<file path="src/rtl/timer_counter_pkg.sv">
// Shared constants for the memory-mapped countdown timer: register offsets,
// CTRL field positions, mode codes, FSM encoding and the bridge address windows.
package timer_counter_pkg;

    localparam logic [1:0] ADDR_CTRL   = 2'b00;
    localparam logic [1:0] ADDR_PRESET = 2'b01;
    localparam logic [1:0] ADDR_COUNT  = 2'b10;
    localparam logic [1:0] ADDR_UNUSED = 2'b11;

    localparam int CTRL_W        = 4;
    localparam int CTRL_EN_BIT   = 0;
    localparam int CTRL_MODE_LSB = 1;
    localparam int CTRL_MODE_MSB = 2;
    localparam int CTRL_IM_BIT   = 3;

    localparam logic [1:0] MODE_ONESHOT = 2'b00;
    localparam logic [1:0] MODE_AUTO    = 2'b01;

    // Byte-address windows decoded upstream; each spans three words.
    localparam logic [31:0] TC0_BASE = 32'h0000_7F00;
    localparam logic [31:0] TC0_LAST = 32'h0000_7F0B;
    localparam logic [31:0] TC1_BASE = 32'h0000_7F10;
    localparam logic [31:0] TC1_LAST = 32'h0000_7F1B;

    typedef enum logic [1:0] {
        ST_IDLE = 2'd0,
        ST_LOAD = 2'd1,
        ST_CNT  = 2'd2,
        ST_INT  = 2'd3
    } tc_state_e;

endpackage

</file>
<file path="src/rtl/timer_counter.sv">
// Countdown timer peripheral: CTRL/PRESET/COUNT registers, a four-state
// sequencing FSM and an interrupt request gated by the CTRL mask bit.
//
// state | meaning
// IDLE  | waiting for EN
// LOAD  | COUNT <= PRESET
// CNT   | decrementing toward 1, then raise irq_flag
// INT   | one-shot clears EN; auto-reload clears irq_flag
module timer_counter
    import timer_counter_pkg::*;
(
    input  logic        clk,
    input  logic        reset,
    input  logic        we,
    input  logic [1:0]  addr,
    input  logic [31:0] wdata,
    output logic [31:0] rdata,
    output logic        irq
);

    logic [CTRL_W-1:0] ctrl_q, ctrl_d;
    logic [31:0]       preset_q, preset_d;
    logic [31:0]       count_q, count_d;
    logic              irq_flag_q, irq_flag_d;
    tc_state_e         state_q, state_d;

    logic wr_ctrl, wr_preset, bus_wr;
    logic en, auto_reload;
    logic load_cnt, dec_cnt, zero_cnt, set_flag, clr_flag, clr_en;

    assign wr_ctrl     = we && (addr == ADDR_CTRL);
    assign wr_preset   = we && (addr == ADDR_PRESET);
    assign bus_wr      = wr_ctrl || wr_preset;
    assign en          = ctrl_q[CTRL_EN_BIT];
    assign auto_reload = (ctrl_q[CTRL_MODE_MSB:CTRL_MODE_LSB] == MODE_AUTO);

    always_ff @(posedge clk or posedge reset) begin
        if (reset) begin
            state_q <= ST_IDLE;
        end else begin
            state_q <= state_d;
        end
    end

    // A CTRL/PRESET write restarts the sequence from IDLE.
    always_comb begin
        state_d = state_q;
        if (bus_wr) begin
            state_d = ST_IDLE;
        end else begin
            case (state_q)
                ST_IDLE: if (en) state_d = ST_LOAD;
                ST_LOAD: state_d = ST_CNT;
                ST_CNT: begin
                    if (!en)                 state_d = ST_IDLE;
                    else if (count_q <= 32'd1) state_d = ST_INT;
                end
                ST_INT:  state_d = ST_IDLE;
                default: state_d = ST_IDLE;
            endcase
        end
    end

    // FSM actions are suppressed on a bus write so COUNT freezes when EN is cleared.
    always_comb begin
        load_cnt = 1'b0;
        dec_cnt  = 1'b0;
        zero_cnt = 1'b0;
        set_flag = 1'b0;
        clr_flag = 1'b0;
        clr_en   = 1'b0;
        if (!bus_wr) begin
            case (state_q)
                ST_LOAD: load_cnt = 1'b1;
                ST_CNT: begin
                    if (en) begin
                        if (count_q > 32'd1) begin
                            dec_cnt = 1'b1;
                        end else begin
                            zero_cnt = 1'b1;
                            set_flag = 1'b1;
                        end
                    end
                end
                ST_INT: begin
                    if (auto_reload) clr_flag = 1'b1;
                    else             clr_en   = 1'b1;
                end
                default: ;
            endcase
        end
    end

    always_comb begin
        ctrl_d     = ctrl_q;
        preset_d   = preset_q;
        count_d    = count_q;
        irq_flag_d = irq_flag_q;

        if (wr_ctrl)     ctrl_d = wdata[CTRL_W-1:0];
        else if (clr_en) ctrl_d[CTRL_EN_BIT] = 1'b0;

        if (wr_preset) preset_d = wdata;

        if (load_cnt)      count_d = preset_q;
        else if (dec_cnt)  count_d = count_q - 32'd1;
        else if (zero_cnt) count_d = 32'd0;

        if (bus_wr)        irq_flag_d = 1'b0;
        else if (set_flag) irq_flag_d = 1'b1;
        else if (clr_flag) irq_flag_d = 1'b0;
    end

    always_ff @(posedge clk or posedge reset) begin
        if (reset) begin
            ctrl_q     <= '0;
            preset_q   <= '0;
            count_q    <= '0;
            irq_flag_q <= 1'b0;
        end else begin
            ctrl_q     <= ctrl_d;
            preset_q   <= preset_d;
            count_q    <= count_d;
            irq_flag_q <= irq_flag_d;
        end
    end

    always_comb begin
        rdata = 32'd0;
        case (addr)
            ADDR_CTRL:   rdata = {{(32-CTRL_W){1'b0}}, ctrl_q};
            ADDR_PRESET: rdata = preset_q;
            ADDR_COUNT:  rdata = count_q;
            ADDR_UNUSED: rdata = 32'd0;
            default:     rdata = 32'd0;
        endcase
    end

    assign irq = ctrl_q[CTRL_IM_BIT] & irq_flag_q;

endmodule

</file>
<file path="config.mk">
export PLATFORM = sky130hd
export DESIGN_NAME = timer_counter
export DESIGN_NICKNAME = d
export VERILOG_FILES = /design/src/rtl/timer_counter_pkg.sv /design/src/rtl/timer_counter.sv
export SDC_FILE = /design/constraint.sdc
export NUM_CORES = 1
export LEC_CHECK = 0
export ABC_AREA = 1
export CORE_MARGIN = 2
export CORE_UTILIZATION = 54
export DETAILED_ROUTE_END_ITERATION = 8
export PLACE_DENSITY = 0.81
export REMOVE_ABC_BUFFERS = 1
export SYNTH_ARGS = -nofsm -noshare
export SYNTH_HDL_FRONTEND = slang
export SYNTH_SLANG_ARGS = --single-unit
</file>
<file path="constraint.sdc">
create_clock -name clk -period 2.5 [get_ports clk]
set_clock_uncertainty 0.05 [all_clocks]
set_input_delay 0.5 -clock clk [delete_from_list [all_inputs] [get_ports clk]]
set_output_delay 0.5 -clock clk [all_outputs]
set_load 0.01 [all_outputs]
</file>
Word-level counts from Yosys, hierarchy flattened --
Index checks and enable logic that the tools add are counted.
Storage, ports and cells: bits in registers 71, latch bits 0, memory bits (writable) 0, memory bits (read-only) 0, output and inout bits 33, logic and storage cells 58, memories 0
Cells by class: add/sub/neg operators 1, multiply operators 0, div/mod/pow operators 0, magnitude comparators 2, equal/unequal tests 9, shift-type cells 0, muxes and demuxes 30, bitwise gates (word level) 1, reduce and logical (&&, ||, !) cells 9
Operators with widths (number):
- 32-bit case mux with 4 select lines | 1
- 32-bit two-way mux | 3
- 32-bit by 1-bit greater-than comparator with 1-bit output (second input constant) | 1
- 32-bit by 1-bit less-or-equal comparator with 1-bit output (second input constant) | 1
- 32-bit by 1-bit subtractor with 32-bit output (second input constant) | 1
- 1-bit two-way mux | 21
- 2-bit equality test (second input constant) | 4
- 2-bit two-way mux | 4
- 2-bit case mux with 4 select lines | 1
- 2-bit by 1-bit equality test with 1-bit output (second input constant) | 3
- 3-bit nonzero test | 2
- 2-bit zero test | 2
- 4-bit != test (second input constant) | 1
- 3-bit != test (second input constant) | 1
- 1-bit logical AND | 2
- 2-bit AND reduction | 1
- 2-bit nonzero test | 1
- 1-bit AND | 1
- 1-bit logical OR | 1

Depth between registers and ports, before layout --
Gate-level depths: netlist of the first run.
depth after elaboration 8, depth in mapped cells 12, gate-level depth less buffers 11

Worst setup path before layout of the first run --
OpenSTA, ideal clock, no wires.
path type input -> output, start point in addr[0], end point out rdata[10], data arrival time 1302 ps, data required time 1950 ps, slack 648 ps, stages on the path 5, path buffers 2, path through inv_2 -> nand2_1 -> clkbuf_1 -> clkbuf_1 -> o22ai_1
On the way: longest elaborated chain between the ends 2, elaborated cells on any way between the ends 5, those cells by class eq/ne (3); mux (1); reduce/logical (1)
Ends and longest elaborated chain:
- start: declaration | RTL line timer_counter.sv:15 | input logic [1:0] addr,
- 2-bit equality test (tied with other cells) | RTL line timer_counter.sv:130 | case (addr)
- 32-bit case mux with 4 select lines * | RTL line timer_counter.sv:130
- end: declaration | RTL line timer_counter.sv:17 | output logic [31:0] rdata,
Mark *: on every way between the ends. The rest lies on a longest branch, timed or not.

Worst setup path after layout of the first run --
start point in addr[1], end point out rdata[18]
Same word-level chain as after synthesis.

==> PnR_summary.wiki, run 1 <==
{| class="wikitable"
! Metric !! Value
|-
| Maximum count of clock buffers along a single path || 2
|-
| Category of the worst setup path launch point || input port
|-
| Peak supply drop || about 420 uV
|-
| Die ar. || approximately 8600 um^2
|-
| Sequential standard cell area || between 1500 and 2000 um^2
|-
| Flip-flop and latch count after synthesis || 71
|-
| Count of port buffers added during placement || 69
|-
| Number of global-route vias before repair || roughly 4000
|-
| Number of buffers inserted for hold repair after clock tree synthesis || 0
|-
| Achievable Freq || 0.408 GHz
|-
| I/O pin total || 70
|-
| Max FO, Critical Path || 7
|-
| Synthesized area || 4260 um^2
|-
| Hold path startpoint || preset_q[1]
|-
| P&R area growth vs syn || 25.2%
|-
| Library cells used by synthesis || 33
|-
| Fraction of the cycle the final worst path needs || 0.979
|-
| Synth Area in Simple Gates || 0.314
|-
| Startpoint of the worst-slack reg-to-reg timing path || count_q[0]
|-
| Clock slew seen by the registers of the worst setup and hold paths || around 70 ps
|-
| Fill count || 650
|-
| Diodes inserted || 0
|-
| Router iterations before antenna repair || 5
|-
| Effective utilization at floorplan || 0.554
|-
| Number of DRC violations after detailed-routing iteration 0 || 285
|-
| Reg2reg path depth || 12
|-
| Category of the most critical setup path || in -> out
|-
| GRT Overall Usage || 0.273
|-
| Hold Fails Final Rpt || 0
|-
| Per-instance average area after synthesis || 7.44 um^2
|-
| RSZ-0062 raised after global routing || no
|-
| Status || finished, final reports clean
|-
| DR vias/cell || 5.39
|-
| Number of buffers added by the clock tree synthesis step || 9
|-
| Hold-critical path depth || 2
|-
| Placer Congestion || a little over 0.9
|-
| Sequential element share of the synthesized area || 0.417
|-
| Gr ovfl total || 0
|-
| Remaining antenna violation count || 0
|-
| Area of the placeable core || 7690 um^2
|-
| Main flop type after synthesis || sky130_fd_sc_hd__dfrtp_1
|-
| Synth Area in Adders || 0.00587
|-
| Worst path max stage delay || 470 ps
|-
| Kind of capture point of the worst setup path || primary output
|-
| DP Worst Slack || -326 ps
|-
| Root Buffer || sky130_fd_sc_hd__clkbuf_8
|-
| Arrival time at the worst endpoint || roughly 1900 ps
|-
| FFs w/ async S/R, synth || 1.00
|-
| Leading post-synthesis cells by cell area || sky130_fd_sc_hd__dfrtp_1, sky130_fd_sc_hd__nand2_1, sky130_fd_sc_hd__nor2_1, sky130_fd_sc_hd__inv_1, sky130_fd_sc_hd__nand3_1
|-
| Most instantiated library cell after synthesis || sky130_fd_sc_hd__nand2_1
|-
| Average detailed-routed wire length per instance || 14.7 um
|-
| Proportion of layout cells with a drive suffix above 1 || 0.148
|-
| Setup slack, reg-to-reg || roughly 360 ps
|-
| Cell Chain, Critical Path || clkdlybuf4s50_1, buf_4, nor2_8, buf_12, nand2_1, o21ai_0, clkdlybuf4s15_1
|-
| Share of the synthesized area in the top cell type || 0.417
|-
| XOR/XNOR share of the synthesized area || 0.0247
|-
| Count of H-tree levels built during CTS || 3
|-
| PnR Total Power || about 4.8 mW
|-
| Clock Sinks || 71
|-
| R2r endpoint || count_q[28]
|-
| Largest family of logic cells by synthesized area || simple AND/OR/NAND/NOR gates
|-
| Sum of net half-perimeters after detailed placement || around 8.3 mm
|-
| Worst slew margin relative to its limit || 0.693
|-
| Leakage power total || 2.65 nW
|-
| Maximum capacitance violations || 0
|-
| Actual transition at the worst max-transition pin || between 400 and 500 ps
|-
| Master of the slowest instance on the critical path || sky130_fd_sc_hd__clkdlybuf4s50_1
|-
| Die height || 92.8 um
|-
| Commonest cells in the netlist || sky130_fd_sc_hd__nand2_1, sky130_fd_sc_hd__nor2_1, sky130_fd_sc_hd__dfrtp_1
|-
| Required time worst endpoint || just under 2000 ps
|-
| Setup slack of the critical path after layout || 51.8 ps
|-
| Die Width || 92.8 um
|-
| Pins Over Slew Limit || 0
|-
| Worst min-delay path class || reg -> reg
|-
| Power per standard cell area || 897 nW/um^2
|-
| Post-layout net count || 701
|-
| Total length of routed wires || 11.3 mm
|-
| Gate count of the mapped netlist || 573
|-
| Fraction of the mapped netlist area in compound gates || 0.112
|-
| Share of cell area taken by muxes after synthesis || 0.0344
|-
| TritonCTS clock tree || yes
|-
| Clock latency on the worst-skew pair || 340 ps
|-
| Final setup violating endpoints || 0
|-
| Footprint of the multi-input gates || 2100 um^2
|-
| Via count of the routed design || 4144
|-
| Number of rows in the core area || 32
|-
| Yosys synthesis warning count || 0
|-
| Post-route minimum period || approximately 2400 ps
|-
| Largest net degree at the start of global routing || 72
|-
| Final routed DRC violation total || 0
|-
| Hold Path End || preset_q[1]
|-
| Wire length of the first global-routing pass || 18.8 mm
|-
| Initial antenna violation count || 0
|-
| Post-synth EDFFs || 0
|-
| Post-synth top area cell || sky130_fd_sc_hd__dfrtp_1
|}
-- worst max-delay path by stage --
| stage | start | end | slack (ps) | cells past startpoint |
|---|---|---|---|---|
| global placement | addr[0] | rdata[23] | -350 | 6 |
| global route | addr[1] | rdata[30] | 1 | 7 |
| detailed placement | addr[0] | rdata[23] | -330 | 6 |
| floorplan | reset | count_q[0] | 150 | 1 |
| CTS | addr[1] | rdata[4] | 6 | 7 |
| finish | addr[1] | rdata[18] | 50 | 7 |
-- report_power, final --
part	internal, mW	switching, mW	total [mW]	leakage (nW)
clock network	0.484	0.420	0.904	0.100
registers	1.50	0.425	1.92	0.853
logic	0.777	1.18	1.96	1.70
total	2.76	2.03	4.79	2.65
-- state kept, by name (all words and copies together) (netlist names) --
signal and flops:
count_q 32, ctrl_q 4, irq_flag_q 1, preset_q 32, state_q 2
-- through the flow --
step           instances  setup TNS, ps   util  hold slack, ps  cell area, um^2
2_1_floorplan        555              0      -             403             4140
3_3_place_gp         753          -7680  0.685             419             5260
3_5_place_dp         753          -8430  0.685             434             5260
4_1_cts              769              0  0.704             452             5410
5_1_grt              769              0  0.694             467             5340
6_report             769              0  0.694             460             5340
-- worst max-delay path, delay by kind of cell --
kind | cells | cell delay, ps
AO/OA/AOI/OAI | 1 | 140
AND/OR/NAND/NOR | 2 | 180
buffers and inverters | 4 | 1080
-- final cells by class --
| type | count | area share |
|---|---|---|
| clock buffers | 12 | 0.0272 |
| clock inverters | 4 | 0.00844 |
| inverters | 71 | 0.0509 |
| multi-input cells | 413 | 0.393 |
| flip-flops and latches | 71 | 0.333 |
| well taps | 102 | 0.0239 |
| repair buffers | 96 | 0.164 |
-- layer usage --
layer  up-vias  global-route usage  part of all wire
met5         -                   0                 0
met4         0              0.0907             0.015
met3        18              0.0448             0.057
met2       150               0.448              0.48
met1      1948               0.369              0.44
li1       2028                   -                 -
-- layout by cell type (no fill, tap or decap), types with 10 or more instances in the layout --
master,count
sky130_fd_sc_hd__nand3_1,47
sky130_fd_sc_hd__o21ai_0,32
sky130_fd_sc_hd__clkdlybuf4s50_1,37
sky130_fd_sc_hd__mux2_2,13
sky130_fd_sc_hd__clkbuf_2,22
sky130_fd_sc_hd__clkbuf_8,10
sky130_fd_sc_hd__dfrtp_1,71
sky130_fd_sc_hd__buf_4,18
sky130_fd_sc_hd__nand2_1,151
sky130_fd_sc_hd__inv_1,66
sky130_fd_sc_hd__a21oi_1,21
sky130_fd_sc_hd__o22ai_1,12
sky130_fd_sc_hd__nor2_1,75
sky130_fd_sc_hd__nand4_1,12
sky130_fd_sc_hd__xor2_1,12
-- what timing repair did --
item / CTS / global route
cloned: 0 / 0
buffers inserted: 0 / 0
setup endpoints to repair: 32 / 28
gates resized for setup: 38 / 54
-- cell families after synthesis --
family / count (synthesis)
XOR/XNOR: 12
buffers and inverters: 89
AND/OR/NAND/NOR: 303
adder cells (fa/ha/maj): 2
flip-flops: 71
AO/OA/AOI/OAI: 83
multiplexers: 13
(Power assumes the default switching activity.)
==> run 2: changes to the inputs <==
--- a/config.mk
+++ b/config.mk
@@ -6,7 +6,7 @@
 export NUM_CORES = 1
 export LEC_CHECK = 0
 export ABC_AREA = 1
-export CORE_MARGIN = 2
+export CORE_MARGIN = 1.5
 export CORE_UTILIZATION = 54
 export DETAILED_ROUTE_END_ITERATION = 8
 export PLACE_DENSITY = 0.81
==> PnR_summary.wiki, run 2 (synthesized netlist as in run 1, its figures left out) <==
{| class="wikitable"
! Metric !! Value
|-
| Status || finished, final reports clean
|-
| Clock latency on the worst-skew pair || 350 ps (about the same)
|-
| Gr ovfl total || 0 (unchanged)
|-
| DR vias/cell || 5.44 (+0.97%)
|-
| Final Core Density || 0.699 (+0.00456)
|-
| Clock slew seen by the registers of the worst setup and hold paths || 70 ps (about the same)
|-
| Number of buffers inserted to repair setup after CTS || 0 (unchanged)
|-
| Via count of the routed design || 4184 (+0.97%)
|-
| Category of the worst setup path launch point || input port
|-
| Leakage power total || 2.66 nW (+0.44%)
|-
| Number of rows in the core area || 32 (unchanged)
|-
| Post-route minimum period || 2470 ps (+18.2 ps)
|-
| Final routed DRC violation total || 0 (unchanged)
|-
| Count of port buffers added during placement || 69 (unchanged)
|-
| Remaining antenna violation count || 0 (unchanged)
|-
| Hold Fails Final Rpt || 0 (unchanged)
|-
| GRT Overall Usage || 0.282 (+0.00906)
|-
| Category of the most critical setup path || in -> out
|-
| Die ar. || 8430 um^2 (-2.1%)
|-
| Fill count || 667 (+2.6%)
|-
| Average detailed-routed wire length per instance || 14.4 um (-2.0%)
|-
| Power per standard cell area || 909 nW/um^2 (+1.4%)
|-
| Number of DRC violations after detailed-routing iteration 0 || 330 (+16%)
|-
| Proportion of layout cells with a drive suffix above 1 || 0.141 (-0.00750)
|-
| Number of buffers added by the clock tree synthesis step || 9 (unchanged)
|-
| Initial antenna violation count || 0 (unchanged)
|-
| Final setup violating endpoints || 0 (unchanged)
|-
| Clock Sinks || 71 (unchanged)
|-
| Wire length of the first global-routing pass || 19.0 mm (+0.99%)
|-
| Maximum capacitance violations || 0 (unchanged)
|-
| P&R area growth vs syn || 26.0%
|-
| DP Worst Slack || -314 ps (+12.2 ps)
|-
| Peak supply drop || 608 uV (+44%)
|-
| Most used cells in the layout excluding fill and tap cells || sky130_fd_sc_hd__nand2_1, sky130_fd_sc_hd__nor2_1, sky130_fd_sc_hd__dfrtp_1, sky130_fd_sc_hd__inv_1, sky130_fd_sc_hd__nand3_1
|-
| TritonCTS clock tree || yes
|-
| Count of H-tree levels built during CTS || 3 (unchanged)
|-
| Largest registers || count_q (32), preset_q (32), ctrl_q (4)
|-
| PostCTS Resize Cnt || 34 (-11%)
|-
| Hold WS || 436 ps (-23.6 ps)
|-
| PnR Total Power || 4.88 mW (+2.0%)
|-
| Most common cell after layout, fill and taps aside || sky130_fd_sc_hd__nand2_1
|-
| Kind of capture point of the worst setup path || primary output
|-
| Worst slew margin relative to its limit || 0.672 (-0.0208)
|-
| Total length of routed wires || 11.1 mm (-2.0%)
|-
| Post-layout net count || 701 (unchanged)
|-
| Area of the placeable core || 7690 um^2 (unchanged)
|-
| Number of global-route vias before repair || 4070 (+1.9%)
|-
| Router iterations before antenna repair || 5 (unchanged)
|-
| Die height || 91.8 um (-1.1%)
|-
| Required time worst endpoint || 1950 ps (about the same)
|-
| I/O pin total || 70 (unchanged)
|-
| Final sum of negative setup slack || 0 ps (unchanged)
|-
| Pins Over Slew Limit || 0 (unchanged)
|-
| Maximum count of clock buffers along a single path || 2 (unchanged)
|-
| Die Width || 91.8 um (-1.1%)
|-
| Arrival time at the worst endpoint || 1920 ps (+20 ps)
|-
| RSZ-0062 raised after global routing || no
|-
| Placer Congestion || 0.964 (+5.4%)
|-
| Max FO, Critical Path || 7 (unchanged)
|-
| Diodes inserted || 0 (unchanged)
|-
| Largest net degree at the start of global routing || 72 (unchanged)
|-
| Sum of net half-perimeters after detailed placement || 8.21 mm (-1.3%)
|-
| Fraction of the cycle the final worst path needs || 0.987 (+0.00730)
|-
| Worst min-delay path class || reg -> reg
|-
| Root Buffer || sky130_fd_sc_hd__clkbuf_8
|-
| Achievable Freq || 0.405 GHz (-0.74%)
|-
| Number of buffers inserted for hold repair after clock tree synthesis || 0 (unchanged)
|-
| Setup slack of the critical path after layout || 33.6 ps (-18.2 ps)
|-
| Actual transition at the worst max-transition pin || 490 ps (+31.1 ps)
|-
| Effective utilization at floorplan || 0.554 (unchanged)
|}
-- run 2: area by class of cell --
cell class / count / area [um^2] / share of cell area
Inverter: 71 / 272 / 0.0505
Timing Repair Buffer: 96 / 887 / 0.165
Clock inverter: 6 / 85.1 / 0.0158
Sequential cell: 71 / 1780 / 0.331
Clock buffer: 10 / 128 / 0.0238
Tap cell: 102 / 128 / 0.0238
Multi-Input combinational cell: 413 / 2100 / 0.390
-- run 2: layer usage --
layer | wire length (um) | track usage
met4 | 144 | 0.0846
met5 | 0 | 0
met1 | 4870 | 0.380
met3 | 640 | 0.0381
met2 | 5420 | 0.475
-- run 2: critical path: stages --
cell and delay, ps:
sky130_fd_sc_hd__clkdlybuf4s50_1 460, sky130_fd_sc_hd__buf_4 190, sky130_fd_sc_hd__nor2_8 130, sky130_fd_sc_hd__buf_12 130, sky130_fd_sc_hd__nand2_1 50, sky130_fd_sc_hd__o21ai_0 130
sky130_fd_sc_hd__dlygate4sd2_1 310
-- run 2: path summary, 6_finish.rpt --
path	startpoint	endpoint	slack, ps	cells after the start
max in group asynchronous	reset	preset_q[10]	1580	3
worst max-delay path	addr[1]	rdata[18]	30	7
worst min register to register	preset_q[1]	preset_q[1]	440	2
worst max register to register	count_q[0]	count_q[3]	370	12
min in group asynchronous	reset	preset_q[28]	470	3
worst min-delay path	preset_q[1]	preset_q[1]	440	2
-- run 2: power breakdown --
group / internal, mW / switching [mW]
clock: 0.558 / 0.445
sequential: 1.50 / 0.406
combinational: 0.790 / 1.19
total: 2.85 / 2.04
-- run 2: through the flow --
stage	cells	area [um^2]
5_1_grt	769	5370
6_report	769	5370
3_3_place_gp	753	5250
3_5_place_dp	753	5250
4_1_cts	769	5430
2_1_floorplan	555	4140
==> run 3: changes to the inputs <==
--- a/config.mk
+++ b/config.mk
@@ -11,6 +11,7 @@
 export DETAILED_ROUTE_END_ITERATION = 8
 export PLACE_DENSITY = 0.81
 export REMOVE_ABC_BUFFERS = 1
+export SKIP_LAST_GASP = 1
 export SYNTH_ARGS = -nofsm -noshare
 export SYNTH_HDL_FRONTEND = slang
 export SYNTH_SLANG_ARGS = --single-unit
==> PnR_summary.wiki, run 3 (synthesized netlist as in run 1, its figures left out) <==
{| class="wikitable"
! Metric !! Value
|-
| Area after detailed placement || 5250 um^2 (unchanged)
|-
| Router iterations before antenna repair || 5 (unchanged)
|-
| Kind of capture point of the worst setup path || primary output
|-
| Die Width || 91.8 um (unchanged)
|-
| Pins Over Slew Limit || 0 (unchanged)
|-
| Post-layout net count || 701 (unchanged)
|-
| Required time worst endpoint || 1950 ps (about the same)
|-
| RSZ-0062 raised after global routing || yes
|-
| Achievable Freq || 0.405 GHz (-0.17%)
|-
| Most common cell after layout, fill and taps aside || sky130_fd_sc_hd__nand2_1
|-
| Clock latency on the worst-skew pair || 350 ps (about the same)
|-
| DR vias/cell || 5.45 (+0.19%)
|-
| Max FO, Critical Path || 7 (unchanged)
|-
| Cell family contributing the most delay on the critical path || buffers and inverters
|-
| Power per standard cell area || 907 nW/um^2 (-0.28%)
|-
| Clock slew seen by the registers of the worst setup and hold paths || 70 ps (about the same)
|-
| Largest registers || count_q (32), preset_q (32), ctrl_q (4)
|-
| Actual transition at the worst max-transition pin || 487 ps (-2.47 ps)
|-
| Root Buffer || sky130_fd_sc_hd__clkbuf_8
|-
| Diodes inserted || 0 (unchanged)
|-
| Final setup violating endpoints || 0 (unchanged)
|-
| PnR Total Power || 4.88 mW (about the same)
|-
| Hold WS || 437 ps (+0.810 ps)
|-
| Number of global-route vias before repair || 4070 (unchanged)
|-
| Average detailed-routed wire length per instance || 14.3 um (-0.59%)
|-
| Buffer and inverter count on the worst path || 4 (unchanged)
|-
| Wire length of the first global-routing pass || 19.0 mm (unchanged)
|-
| Initial antenna violation count || 0 (unchanged)
|-
| Footprint of the multi-input gates || 2100 um^2 (unchanged)
|-
| Gr ovfl total || 0 (unchanged)
|-
| GRT Overall Usage || 0.282 (unchanged)
|-
| Master of the slowest instance on the critical path || sky130_fd_sc_hd__clkdlybuf4s50_1
|-
| Clock Sinks || 71 (unchanged)
|-
| Count of port buffers added during placement || 69 (unchanged)
|-
| Largest net degree at the start of global routing || 72 (unchanged)
|-
| Maximum count of clock buffers along a single path || 2 (unchanged)
|-
| Worst min-delay path class || reg -> reg
|-
| Cell Chain, Critical Path || clkdlybuf4s50_1, buf_4, nor2_8, buf_12, nand2_1, o21ai_0, dlygate4sd2_1
|-
| Count of H-tree levels built during CTS || 3 (unchanged)
|-
| Placer Congestion || 0.964 (unchanged)
|-
| Proportion of layout cells with a drive suffix above 1 || 0.138 (-0.00300)
|-
| Worst path max stage delay || 460 ps (about the same)
|-
| Number of DRC violations after detailed-routing iteration 0 || 331 (+0.30%)
|-
| Fraction of the cycle the final worst path needs || 0.988 (+0.00163)
|-
| Area of the placeable core || 7690 um^2 (unchanged)
|-
| P&R area growth vs syn || 26.3%
|-
| I/O pin total || 70 (unchanged)
|-
| Post-route minimum period || 2470 ps (+4.07 ps)
|-
| Final routed DRC violation total || 0 (unchanged)
|-
| Number of buffers inserted for hold repair after clock tree synthesis || 0 (unchanged)
|-
| Remaining antenna violation count || 0 (unchanged)
|-
| Worst slew margin relative to its limit || 0.674 (+0.00165)
|-
| Die ar. || 8430 um^2 (unchanged)
|-
| Category of the most critical setup path || in -> out
|-
| Leakage power total || 2.68 nW (+0.72%)
|-
| Effective utilization at floorplan || 0.554 (unchanged)
|-
| Status || finished, final reports clean
|-
| Die height || 91.8 um (unchanged)
|-
| Number of rows in the core area || 32 (unchanged)
|-
| Maximum capacitance violations || 0 (unchanged)
|-
| Sum of net half-perimeters after detailed placement || 8.21 mm (unchanged)
|-
| Final Core Density || 0.700 (+0.00130)
|-
| Peak supply drop || 606 uV (-0.36%)
|-
| Hold Fails Final Rpt || 0 (unchanged)
|-
| Post-route design area || 5380 um^2 (+0.19%)
|-
| Category of the worst setup path launch point || input port
|-
| TritonCTS clock tree || yes
|-
| Via count of the routed design || 4192 (+0.19%)
|-
| Total length of routed wires || 11.0 mm (-0.59%)
|-
| Final sum of negative setup slack || 0 ps (unchanged)
|-
| Sequential standard cell area || 1780 um^2 (unchanged)
|-
| Number of buffers added by the clock tree synthesis step || 9 (unchanged)
|-
| Fill count || 667 (unchanged)
|-
| Arrival time at the worst endpoint || 1920 ps (about the same)
|-
| Most used cells in the layout excluding fill and tap cells || sky130_fd_sc_hd__nand2_1, sky130_fd_sc_hd__nor2_1, sky130_fd_sc_hd__dfrtp_1, sky130_fd_sc_hd__inv_1, sky130_fd_sc_hd__nand3_1
|}
run 3: cell count changes in the layout (fill, tap and decap cells not counted), sizes merged:
| cell | previous run | this run |
|---|---|---|
| clkbuf | 27 | 25 |
| dlygate4sd2 | 9 | 11 |
| clkdlybuf4s15 | 5 | 4 |
| dlymetal6s2s | 0 | 1 |
run 3: worst paths after layout:
| path | startpoint | cells after the start | slack [ps] | end |
|---|---|---|---|---|
| setup / recovery | addr[1] | 7 | 30 | rdata[18] |
| min in group asynchronous | reset | 3 | 470 | preset_q[28] |
| hold / removal | preset_q[1] | 2 | 440 | preset_q[1] |
| max in group asynchronous | reset | 3 | 1580 | count_q[2] |
| hold reg to reg | preset_q[1] | 2 | 440 | preset_q[1] |
| setup reg to reg | count_q[0] | 12 | 390 | count_q[3] |
run 3: final cells by class:
cell class	count	area share
multi-input combinational	413	0.389
tap	102	0.0237
clock inverter	6	0.0158
timing repair buffer	96	0.167
sequential	71	0.330
inverter	71	0.0505
clock buffer	10	0.0237
run 3: worst min-delay path: cells and delay by family (launching register included):
kind | cells | cell delay (ps)
AO/OA/AOI/OAI | 1 | 60
flip-flops | 1 | 340
AND/OR/NAND/NOR | 1 | 50
run 3: per-layer routing:
metal / vias to the layer above / share of wire / GRT usage
li1: 2031 / - / -
met4: 0 / 0.016 / 0.0846
met2: 154 / 0.49 / 0.475
met3: 22 / 0.057 / 0.0381
met5: - / 0 / 0
met1: 1985 / 0.44 / 0.380
run 3: repair_timing:
action / 4_1_cts / 5_1_grt
pin swaps: 0 / 0
setup buffers: 0 / 0
endpoints found under the setup margin: 32 / 24
gates resized for setup: 33 / 39
run 3: per-stage QoR:
| step | setup WS [ps] | instances |
|---|---|---|
| 4_1_cts | -242 | 769 |
| 2_1_floorplan | 153 | 555 |
| 3_5_place_dp | -314 | 753 |
| 3_3_place_gp | -341 | 753 |
| 5_1_grt | -28.7 | 769 |
| 6_report | 29.5 | 769 |
run 3: power by group:
group,switching [mW],total (mW),internal (mW),leakage [nW]
sequential,0.404,1.90,1.50,0.853
clock,0.444,1.00,0.558,0.102
combinational,1.18,1.98,0.792,1.73
total,2.03,4.88,2.85,2.68
